==> config.mk <==
export PLATFORM = sky130hd
export DESIGN_NAME = fixed_scaler_flat
export DESIGN_NICKNAME = d
export VERILOG_FILES = /design/src/rtl/fixed_scaler_if.sv /design/src/rtl/fixed_scaler.sv /design/src/flat_wrapper.sv
export SDC_FILE = /design/constraint.sdc
export NUM_CORES = 1
export LEC_CHECK = 0
export CAP_MARGIN = 10
export CORE_ASPECT_RATIO = 1.1
export CORE_MARGIN = 5
export CORE_UTILIZATION = 50
export DETAILED_ROUTE_END_ITERATION = 8
export GPL_TIMING_DRIVEN = 0
export PLACE_DENSITY = 0.72
export SYNTH_ARGS = -nofsm -noshare
export SYNTH_HDL_FRONTEND = slang
export SYNTH_SLANG_ARGS = --single-unit
export TNS_END_PERCENT = 10
==> constraint.sdc <==
create_clock -name Clk -period 6.65 [get_ports Clk]
set_clock_uncertainty 0.1 [all_clocks]
set_input_delay 1.33 -clock Clk [delete_from_list [all_inputs] [get_ports Clk]]
set_output_delay 1.33 -clock Clk [all_outputs]
set_load 0.02 [all_outputs]
==> src/rtl/fixed_scaler_if.sv <==
// Operand/result handshake bundle for fixed_scaler.
// Producer side uses the master modport, the scaler uses the slave modport.
interface fixed_scaler_if #(
    parameter int unsigned WIDTH_A = 8,
    parameter int unsigned WIDTH_B = 8,
    parameter int unsigned WIDTH_Y = 8
);
    logic               ipValid;
    logic               opReady;
    logic [WIDTH_A-1:0] ipA;
    logic [WIDTH_B-1:0] ipB;
    logic               ipA_Signed;
    logic               ipB_Signed;
    logic               ipRound;
    logic               opValid;
    logic               ipReady;
    logic [WIDTH_Y-1:0] opY;
    logic               opOverflow;

    modport master (
        output ipValid, ipA, ipB, ipA_Signed, ipB_Signed, ipRound, ipReady,
        input  opReady, opValid, opY, opOverflow
    );

    modport slave (
        input  ipValid, ipA, ipB, ipA_Signed, ipB_Signed, ipRound, ipReady,
        output opReady, opValid, opY, opOverflow
    );
endinterface

==> src/rtl/fixed_scaler.sv <==
// Three-stage fixed-point multiply, shift, round and range-check pipeline.
// Define FIXED_SCALER_SATURATE_EN to clamp overflowing results instead of wrapping.
module fixed_scaler #(
    parameter int unsigned WIDTH_A = 8,
    parameter int unsigned WIDTH_B = 8,
    parameter int unsigned WIDTH_Y = 8,
    parameter int unsigned SHIFT   = 4
) (
    input logic           Clk,
    input logic           nReset,
    fixed_scaler_if.slave bus
);

    localparam int unsigned PW = WIDTH_A + WIDTH_B + 2;
    localparam int unsigned SW = PW + 1;
    localparam int unsigned CW = (SW > WIDTH_Y + 2) ? SW : WIDTH_Y + 2;

    // Range limits as CW-bit two's complement patterns
    localparam logic [CW-1:0] LIM_S = CW'(1) << (WIDTH_Y - 1);
    localparam logic [CW-1:0] S_MAX = LIM_S - CW'(1);
    localparam logic [CW-1:0] S_MIN = CW'(0) - LIM_S;
    localparam logic [CW-1:0] U_MAX = (CW'(1) << WIDTH_Y) - CW'(1);
    localparam logic [SW-1:0] RND_BIAS = (SW'(1) << SHIFT) >> 1;

    logic en;

    logic                      s1_valid;
    logic signed [WIDTH_A:0]   s1_a;
    logic signed [WIDTH_B:0]   s1_b;
    logic                      s1_sgn;
    logic                      s1_rnd;

    logic                      s2_valid;
    logic signed [PW-1:0]      s2_prod;
    logic                      s2_sgn;
    logic                      s2_rnd;

    logic                      s3_valid;
    logic [WIDTH_Y-1:0]        s3_y;
    logic                      s3_ovf;

    logic signed [WIDTH_A:0]   a_ext_c;
    logic signed [WIDTH_B:0]   b_ext_c;
    logic signed [PW-1:0]      prod_c;
    logic signed [SW-1:0]      bias_c;
    logic signed [SW-1:0]      sum_c;
    logic signed [SW-1:0]      shifted_c;
    logic signed [CW-1:0]      val_c;
    logic                      ovf_c;
    logic                      neg_c;
    logic [WIDTH_Y-1:0]        y_c;

    // Whole pipeline moves together whenever the output slot can drain
    assign en          = bus.ipReady || !s3_valid;
    assign bus.opReady = en;
    assign bus.opValid = s3_valid;
    assign bus.opY     = s3_y;
    assign bus.opOverflow = s3_ovf;

    // Operand extension to one extra bit, signed or zero fill per mode
    always_comb begin
        a_ext_c = '0;
        b_ext_c = '0;
        if (bus.ipA_Signed) a_ext_c = {bus.ipA[WIDTH_A-1], bus.ipA};
        else                a_ext_c = {1'b0, bus.ipA};
        if (bus.ipB_Signed) b_ext_c = {bus.ipB[WIDTH_B-1], bus.ipB};
        else                b_ext_c = {1'b0, bus.ipB};
    end

    assign prod_c = PW'(s1_a) * PW'(s1_b);

    // Round-half-up bias, arithmetic shift, then range check and wrap/clamp
    always_comb begin
        bias_c    = '0;
        sum_c     = '0;
        shifted_c = '0;
        val_c     = '0;
        ovf_c     = 1'b0;
        neg_c     = 1'b0;
        y_c       = '0;

        if (s2_rnd) bias_c = $signed(RND_BIAS);
        sum_c     = SW'(s2_prod) + bias_c;
        shifted_c = sum_c >>> SHIFT;
        val_c     = CW'(shifted_c);
        neg_c     = val_c[CW-1];

        if (s2_sgn) ovf_c = (val_c > $signed(S_MAX)) || (val_c < $signed(S_MIN));
        else        ovf_c = neg_c || (val_c > $signed(U_MAX));

`ifdef FIXED_SCALER_SATURATE_EN
        if (ovf_c) begin
            if (neg_c) y_c = s2_sgn ? S_MIN[WIDTH_Y-1:0] : '0;
            else       y_c = s2_sgn ? S_MAX[WIDTH_Y-1:0] : U_MAX[WIDTH_Y-1:0];
        end else begin
            y_c = val_c[WIDTH_Y-1:0];
        end
`else
        y_c = val_c[WIDTH_Y-1:0];
`endif
    end

    // S1: capture extended operands together with their mode bits
    always_ff @(posedge Clk) begin
        if (!nReset) begin
            s1_valid <= 1'b0;
            s1_a     <= '0;
            s1_b     <= '0;
            s1_sgn   <= 1'b0;
            s1_rnd   <= 1'b0;
        end else if (en) begin
            s1_valid <= bus.ipValid;
            s1_a     <= a_ext_c;
            s1_b     <= b_ext_c;
            s1_sgn   <= bus.ipA_Signed || bus.ipB_Signed;
            s1_rnd   <= bus.ipRound;
        end
    end

    // S2: exact product
    always_ff @(posedge Clk) begin
        if (!nReset) begin
            s2_valid <= 1'b0;
            s2_prod  <= '0;
            s2_sgn   <= 1'b0;
            s2_rnd   <= 1'b0;
        end else if (en) begin
            s2_valid <= s1_valid;
            s2_prod  <= prod_c;
            s2_sgn   <= s1_sgn;
            s2_rnd   <= s1_rnd;
        end
    end

    // S3: scaled result; data only refreshes on a real transaction
    always_ff @(posedge Clk) begin
        if (!nReset) begin
            s3_valid <= 1'b0;
            s3_y     <= '0;
            s3_ovf   <= 1'b0;
        end else if (en) begin
            s3_valid <= s2_valid;
            if (s2_valid) begin
                s3_y   <= y_c;
                s3_ovf <= ovf_c;
            end
        end
    end

endmodule

==> src/flat_wrapper.sv <==
// flat-port wrapper written by rule: the top's interface ports become plain ports
module fixed_scaler_flat 
#(
    parameter int unsigned WIDTH_A = 8,
    parameter int unsigned WIDTH_B = 8,
    parameter int unsigned WIDTH_Y = 8,
    parameter int unsigned SHIFT   = 4
)
  (Clk, nReset, bus_ipValid, bus_ipA, bus_ipB, bus_ipA_Signed, bus_ipB_Signed, bus_ipRound, bus_ipReady, bus_opReady, bus_opValid, bus_opY, bus_opOverflow);
  fixed_scaler_if #(.WIDTH_A(WIDTH_A), .WIDTH_B(WIDTH_B), .WIDTH_Y(WIDTH_Y)) bus_i ();
  input logic Clk;
  input logic nReset;
  input wire logic [$bits(bus_i.ipValid)-1:0] bus_ipValid;
  input wire logic [$bits(bus_i.ipA)-1:0] bus_ipA;
  input wire logic [$bits(bus_i.ipB)-1:0] bus_ipB;
  input wire logic [$bits(bus_i.ipA_Signed)-1:0] bus_ipA_Signed;
  input wire logic [$bits(bus_i.ipB_Signed)-1:0] bus_ipB_Signed;
  input wire logic [$bits(bus_i.ipRound)-1:0] bus_ipRound;
  input wire logic [$bits(bus_i.ipReady)-1:0] bus_ipReady;
  output wire logic [$bits(bus_i.opReady)-1:0] bus_opReady;
  output wire logic [$bits(bus_i.opValid)-1:0] bus_opValid;
  output wire logic [$bits(bus_i.opY)-1:0] bus_opY;
  output wire logic [$bits(bus_i.opOverflow)-1:0] bus_opOverflow;
  assign bus_i.ipValid = bus_ipValid;
  assign bus_i.ipA = bus_ipA;
  assign bus_i.ipB = bus_ipB;
  assign bus_i.ipA_Signed = bus_ipA_Signed;
  assign bus_i.ipB_Signed = bus_ipB_Signed;
  assign bus_i.ipRound = bus_ipRound;
  assign bus_i.ipReady = bus_ipReady;
  assign bus_opReady = bus_i.opReady;
  assign bus_opValid = bus_i.opValid;
  assign bus_opY = bus_i.opY;
  assign bus_opOverflow = bus_i.opOverflow;
  fixed_scaler #(.WIDTH_A(WIDTH_A), .WIDTH_B(WIDTH_B), .WIDTH_Y(WIDTH_Y), .SHIFT(SHIFT)) u_core (.Clk(Clk), .nReset(nReset), .bus(bus_i));
endmodule
==> results of run 1 <==
[where the power goes]
part	leakage, nW	switching, W	internal, W
clock network	0.0591	0.000111	0.000115
logic	2.07	0.000172	0.000139
registers	0.405	0.0000249	0.000321
[cell type report]
class / count / area, µm²
Sequential cell: 49 / 981
Timing Repair Buffer: 32 / 320
Inverter: 73 / 274
Tap cell: 120 / 150
Clock buffer: 5 / 68.8
Clock inverter: 3 / 47.5
Buffer: 32 / 141
Fill cell: 900 / 4230
Multi-Input combinational cell: 418 / 3530
[layout by cell type, fill, tap and decap left out, types with 9 or more instances in the layout]
| cell type | netlist | layout |
|---|---|---|
| nand2_1 | 111 | 111 |
| a21oi_1 | 41 | 41 |
| fa_1 | 70 | 70 |
| inv_1 | 71 | 71 |
| a211oi_1 | 11 | 11 |
| clkdlybuf4s50_1 | 0 | 32 |
| nor2_1 | 20 | 20 |
| ha_1 | 37 | 37 |
| xnor2_1 | 14 | 14 |
| and2_1 | 32 | 32 |
| dfxtp_1 | 49 | 49 |
| clkbuf_1 | 26 | 26 |
| nand3_1 | 10 | 10 |
| o21ai_0 | 9 | 9 |
[worst paths after layout]
| kind | startpoint | slack [ps] | cells after the start | endpoint |
|---|---|---|---|---|
| worst max-delay path | u_core.s1_b[0] | 1360 | 16 | u_core.s2_prod[17] |
| worst min register to register | u_core.s1_rnd | 360 | 2 | u_core.s1_rnd |
| worst max register to register | u_core.s1_b[0] | 1360 | 16 | u_core.s2_prod[17] |
| worst min-delay path | u_core.s1_rnd | 360 | 2 | u_core.s1_rnd |
[through the flow]
step	power, W	utilization (%)	area, µm²	hold slack [ps]	setup WS, ps
after floorplan	0.000580	-	4930	332	1810
after global placement	0.000654	55.4	5400	338	1440
after detailed placement	0.000663	55.4	5400	346	1360
after CTS	0.000889	56.6	5520	361	1350
after global routing	0.000949	56.6	5520	376	1010
final	0.000883	56.6	5520	360	1360
[sequential cells by signal (all words and copies together) (netlist names)]
name and cells:
u_core.s1_b 9, u_core.s2_sgn 1, u_core.s1_rnd 1, u_core.bus.opY 8, u_core.s1_a 9, u_core.s1_valid 1, u_core.s2_valid 1, u_core.s1_sgn 1
u_core.bus.opOverflow 1, u_core.s2_prod 15, u_core.bus.opValid 1, u_core.s2_rnd 1
[cells by family (layout without fill, tap and decap cells)]
| family | count (synthesis) | count (layout) | share of synthesized area [%] |
|---|---|---|---|
| and+or+nand+nor | 201 | 201 | 18.8 |
| AOI/OAI and AO/OA | 88 | 88 | 11.1 |
| adders and majority gates | 107 | 107 | 37.8 |
| buffers and inverters | 105 | 145 | 8.43 |
| muxes | 2 | 2 | 0.406 |
| DFF | 49 | 49 | 19.9 |
| xor gates and xnor gates | 20 | 20 | 3.55 |
[cells in the mapped netlist (3+ instances only)]
cell / instances / area [µm²]
nand2_1: 111 / 417
inv_1: 71 / 267
fa_1: 70 / 1400
dfxtp_1: 49 / 981
a21oi_1: 41 / 205
ha_1: 37 / 463
and2_1: 32 / 200
clkbuf_1: 26 / 97.6
nor2_1: 20 / 75.1
xnor2_1: 14 / 123
a211oi_1: 11 / 82.6
nand3_1: 10 / 50.1
o21ai_0: 9 / 45.0
xor2_1: 6 / 52.6
a21o_1: 5 / 37.5
nand2b_1: 5 / 31.3
nor3_1: 5 / 25.0
o211ai_1: 5 / 37.5
a211o_1: 3 / 26.3
and4_1: 3 / 26.3
nand4_1: 3 / 18.8
nor3b_1: 3 / 22.5
o31ai_1: 3 / 22.5
[layer usage]
metal | vias to the layer above | GRT usage, % | routed length (µm) | part of all wire, %
li1 | 1899 | - | - | -
met1 | 1935 | 23.1 | 4260 | 40
met2 | 87 | 33.3 | 5610 | 53
met3 | 21 | 2.99 | 418 | 3.9
met4 | 0 | 7.84 | 320 | 3.0
met5 | - | 0 | 0 | 0
[critical path, cell delays in order, from the launching register on]
cell and delay [ps]:
dfxtp_1 320, clkbuf_1 340, nand2_1 190, inv_1 150
fa_1 550, inv_1 180, fa_1 440, fa_1 490
inv_1 50, fa_1 470, ha_1 310, ha_1 390
a211o_1 330, o2111ai_1 270, a21oi_1 150, or4_1 420
nand3_1 90
==> impl_results.md, run 1 <==
- Peak VDD IR: 87.0 µV
- Vias in the first global route: 4064
- Rows: 38
- Arrival time worst endpoint: roughly 5500 ps
- Fmax: between 150 and 200 MHz
- Setup TNS: 0 ps
- Worst Setup Start Kind: flip-flop
- DIE AREA: 11900 µm²
- CP Capture Type: flip-flop
- Post-route minimum period: ~5300 ps
- Clock tree buffer depth: 2
- Area Growth Syn to Fin: 11.9%
- Diode count: 0
- Buffers on Ports: 32
- H-tree levels: 2
- CTS Buf Count: 5
- Final std cells w/o fill: ~730
- Pre-antenna DRT Iters: 4
- Fin. max-slew vios: 0
- Worst-margin pin slew: approximately 580 ps
- Die Y: 114 µm
- Grt ovf: 0
- PostCTS Resize Cnt: 0
- Layout cell share with drive strength beyond 1: 2.61%
- Leak: approximately 2.5 nW
- Final WL: approximately 11 mm
- Dpl cells: between 700 and 800
- Final GP Congestion: approximately 0.9
- Starting Density: between 50% and 60%
- GR Util All Layers: 18.9%
- Total number of vias: between 3000 and 4000
- CTS tree: built
- Synth unique cells: 44
- Synthesized area per cell: roughly 8.6 µm²
- WS Path Type: flip-flop to flip-flop
- Clock sinks: 49
- HP Class: flip-flop to flip-flop
- Final hold vios: 0
- Cell count after synthesis: ~570
- RSZ-0062 raised after global routing: false
- Max-Cap Viols: 0
- Post-synth EDFFs: 0
- Final Setup Violations: 0
- CTS root buf: clkbuf_8
- CTS Hold Bufs: 0
- DRC: 0
- Yosys reg bits: 49
- Final #Nets: 741
- Mapped Nets: 702
- Detail Placement HPWL: around 8.7 mm
- First-pass GRT wire length: between 15 and 20 mm
- Main flop type after synthesis: dfxtp_1
- Register area share after synthesis: 19.9%
- Crit path max fanout: 9
- FFs w/ async S/R, synth: 0%
- Post-route ant nets: 0
- CP required: between 6000 and 7000 ps
- Wire per inst: 14.5 µm
- Tcrit/Tclk final: between 70% and 80%
- I/O Pins: 34
- Skew-Pair Late Insertion Delay: 320 ps
- Largest net degree at the start of global routing: 18
- Mapped Area: 4930 µm²
- Clk slew on worst S/H paths: about 100 ps
- PD cells: around 160 nW/µm²
- Status: finished clean
- Post-CTS Setup Inserts: 0
- Relative slew slack: around three fifths
- Drt initial violations: about 180
- Vias per cell: around 5.4
- YS warnings: 0
- Initial antenna violation count: 0
- Die width: 105 µm
- CORE AREA: about 10000 µm²
Note: power is estimated with default switching activity, not from simulation.
==> inputs of run 2 (changes only) <==
==> constraint.sdc (replaced) <==
create_clock -name Clk -period 5.42 [get_ports Clk]
set_clock_uncertainty 0.1 [all_clocks]
set_input_delay 1.084 -clock Clk [delete_from_list [all_inputs] [get_ports Clk]]
set_output_delay 1.084 -clock Clk [all_outputs]
set_load 0.02 [all_outputs]
==> impl_results.md, run 2 (same netlist as run 1, synthesis figures left out) <==
- Status: finished clean
- GR Util All Layers: 18.9% (unchanged)
- Largest net degree at the start of global routing: 18 (unchanged)
- Flip-flop count of the largest register after layout: 15 (unchanged)
- DIE AREA: 11900 µm² (unchanged)
- Die Y: 114 µm (unchanged)
- Setup TNS: 0 ps (unchanged)
- Clock sinks: 49 (unchanged)
- Crit path max fanout: 10 (+1)
- DRC: 0 (unchanged)
- H-tree levels: 2 (unchanged)
- Vias in the first global route: 4064 (unchanged)
- Initial antenna violation count: 0 (unchanged)
- Worst-case reg-to-reg path depth: 14 (-2)
- DP Worst Slack: 133 ps (-1230 ps)
- Rows: 38 (unchanged)
- Clock tree buffer depth: 2 (unchanged)
- Layout cell share with drive strength beyond 1: 3.02% (+0.40 points)
- DP Area: 5400 µm² (unchanged)
- Final GP Congestion: 0.882 (unchanged)
- R2r startpoint: u_core.s1_b[2]
- Wire per inst: 14.6 µm (+0.75%)
- Top flop regs: u_core.s2_prod: 15 flops, u_core.s1_a: 9 flops, u_core.s1_b: 9 flops
- Buffers on Ports: 32 (unchanged)
- Grt ovf: 0 (unchanged)
- Leak: 2.52 nW (-0.68%)
- Post-route cell area: 5460 µm² (-0.98%)
- FILL cells: 899 (-0.11%)
- Relative slew slack: 62.3% (+0.76 points)
- R2R Setup Slk: 280 ps (-1080 ps)
- Detail Placement HPWL: 8.65 mm (unchanged)
- CTS Buf Count: 5 (unchanged)
- Commonest non-fill, non-tap cells in the layout: nand2_1 (111), inv_1 (71), fa_1 (70)
- CP required: 5580 ps (-1230 ps)
- Final hold vios: 0 (unchanged)
- Starting Density: 50.6% (unchanged)
- Clk slew on worst S/H paths: 100 ps (about the same)
- Worst Setup Start Kind: flip-flop
- Arrival time worst endpoint: 5300 ps (-160 ps)
- Tcrit/Tclk final: 94.8% (+15 points)
- Vias per cell: 5.44 (+0.93%)
- Multi-input gate area: 3530 µm² (unchanged)
- Die width: 105 µm (unchanged)
- HP Class: flip-flop to flip-flop
- Pre-antenna DRT Iters: 4 (unchanged)
- Final #Nets: 726 (-2.0%)
- Area Growth Syn to Fin: 10.8%
- Commonest non-fill, non-tap cell in the layout: nand2_1
- Critical hold path startpoint: u_core.s1_rnd
- Most flop-heavy register: u_core.s2_prod
- Final WL: 10.5 mm (-1.3%)
- CORE AREA: 9750 µm² (unchanged)
- PD cells: 197 nW/µm² (+23%)
- WHS Endpoint: u_core.s1_rnd
- Diode count: 0 (unchanged)
- I/O Pins: 34 (unchanged)
- Skew-Pair Late Insertion Delay: 310 ps (about the same)
- WS Path Type: flip-flop to flip-flop
- CTS tree: built
- Total number of vias: 3897 (-1.1%)
- PnR worst setup slack: 279 ps (-1080 ps)
- RSZ-0062 raised after global routing: false
- CTS Hold Bufs: 0 (unchanged)
- RR Endpoint: u_core.s2_prod[17]
- CP Capture Type: flip-flop
- First-pass GRT wire length: 18.6 mm (unchanged)
- Peak VDD IR: 107 µV (+23%)
- CTS root buf: clkbuf_8
- Post-route ant nets: 0 (unchanged)
- Worst-margin pin slew: 566 ps (-11.5 ps)
- Fmax: 195 MHz (+2.9%)
- Final Setup Violations: 0 (unchanged)
- Post-route minimum period: 5140 ps (-150 ps)
- Worst Hold Depth: 2 (unchanged)
- FF/Latch Area: 983 µm² (+0.26%)
- Drt initial violations: 210 (+18%)
- Max-Cap Viols: 0 (unchanged)
- Fin. max-slew vios: 0 (unchanged)
==> run 2: timing repair <==
item | CTS | global route
buffers inserted | 0 | 0
setup endpoints to repair | 0 | 4
gates resized for setup | 0 | 2
==> run 2: metrics by stage <==
step | utilization, % | hold slack [ps] | total power (W) | cells
5_1_grt | 56.0 | 376 | 0.00116 | 717
3_3_place_gp | 55.4 | 338 | 0.000802 | 724
2_1_floorplan | - | 332 | 0.000711 | 572
6_report | 56.0 | 359 | 0.00108 | 717
3_5_place_dp | 55.4 | 346 | 0.000813 | 724
4_1_cts | 56.6 | 361 | 0.00109 | 732
==> run 2: area by class of cell <==
cell class                 instances  share of cell area [%]
multi-input combinational        418                    64.7
sequential                        49                    18.0
timing repair buffer              32                    5.86
inverter                          73                    5.02
tap                              120                    2.75
buffer                            17                    1.56
clock buffer                       5                    1.26
clock inverter                     3                   0.871
==> run 2: where the power goes <==
group | leakage, nW | internal (W) | switching [W]
clock network | 0.0591 | 0.000141 | 0.000135
registers | 0.405 | 0.000394 | 0.0000477
logic | 2.05 | 0.000168 | 0.000192
total | 2.52 | 0.000703 | 0.000375
==> run 2: worst max-delay path, cell delays in order, from the launching register on <==
cell and delay [ps]:
dfxtp_1 440, and2_1 240, fa_1 710, inv_1 150, fa_1 480, fa_1 490
inv_1 50, fa_1 470, ha_1 310, ha_1 380, a211o_1 330, o2111ai_1 270
a21oi_1 150, or4_1 420, nand3_1 90
==> run 2: worst max path at each step <==
| stage | start | endpoint | slack (ps) | cells after the start |
|---|---|---|---|---|
| after global routing | u_core.s1_b[1] | u_core.s2_prod[17] | 20 | 14 |
| after global placement | u_core.s1_b[0] | u_core.s2_prod[17] | 210 | 16 |
| final | u_core.s1_b[2] | u_core.s2_prod[17] | 280 | 14 |
| after CTS | u_core.s1_b[0] | u_core.s2_prod[17] | 120 | 16 |
| after detailed placement | u_core.s1_b[0] | u_core.s2_prod[17] | 130 | 16 |
| after floorplan | u_core.s1_b[2] | u_core.s2_prod[17] | 580 | 15 |
==> run 2: metal layers <==
| layer | up-vias | GRT usage, % | part of all wire, % |
|---|---|---|---|
| li1 | 1869 | - | - |
| met1 | 1916 | 23.1 | 39 |
| met4 | 0 | 7.84 | 3.0 |
| met3 | 21 | 2.99 | 4.4 |
| met5 | - | 0 | 0 |
| met2 | 91 | 33.3 | 53 |
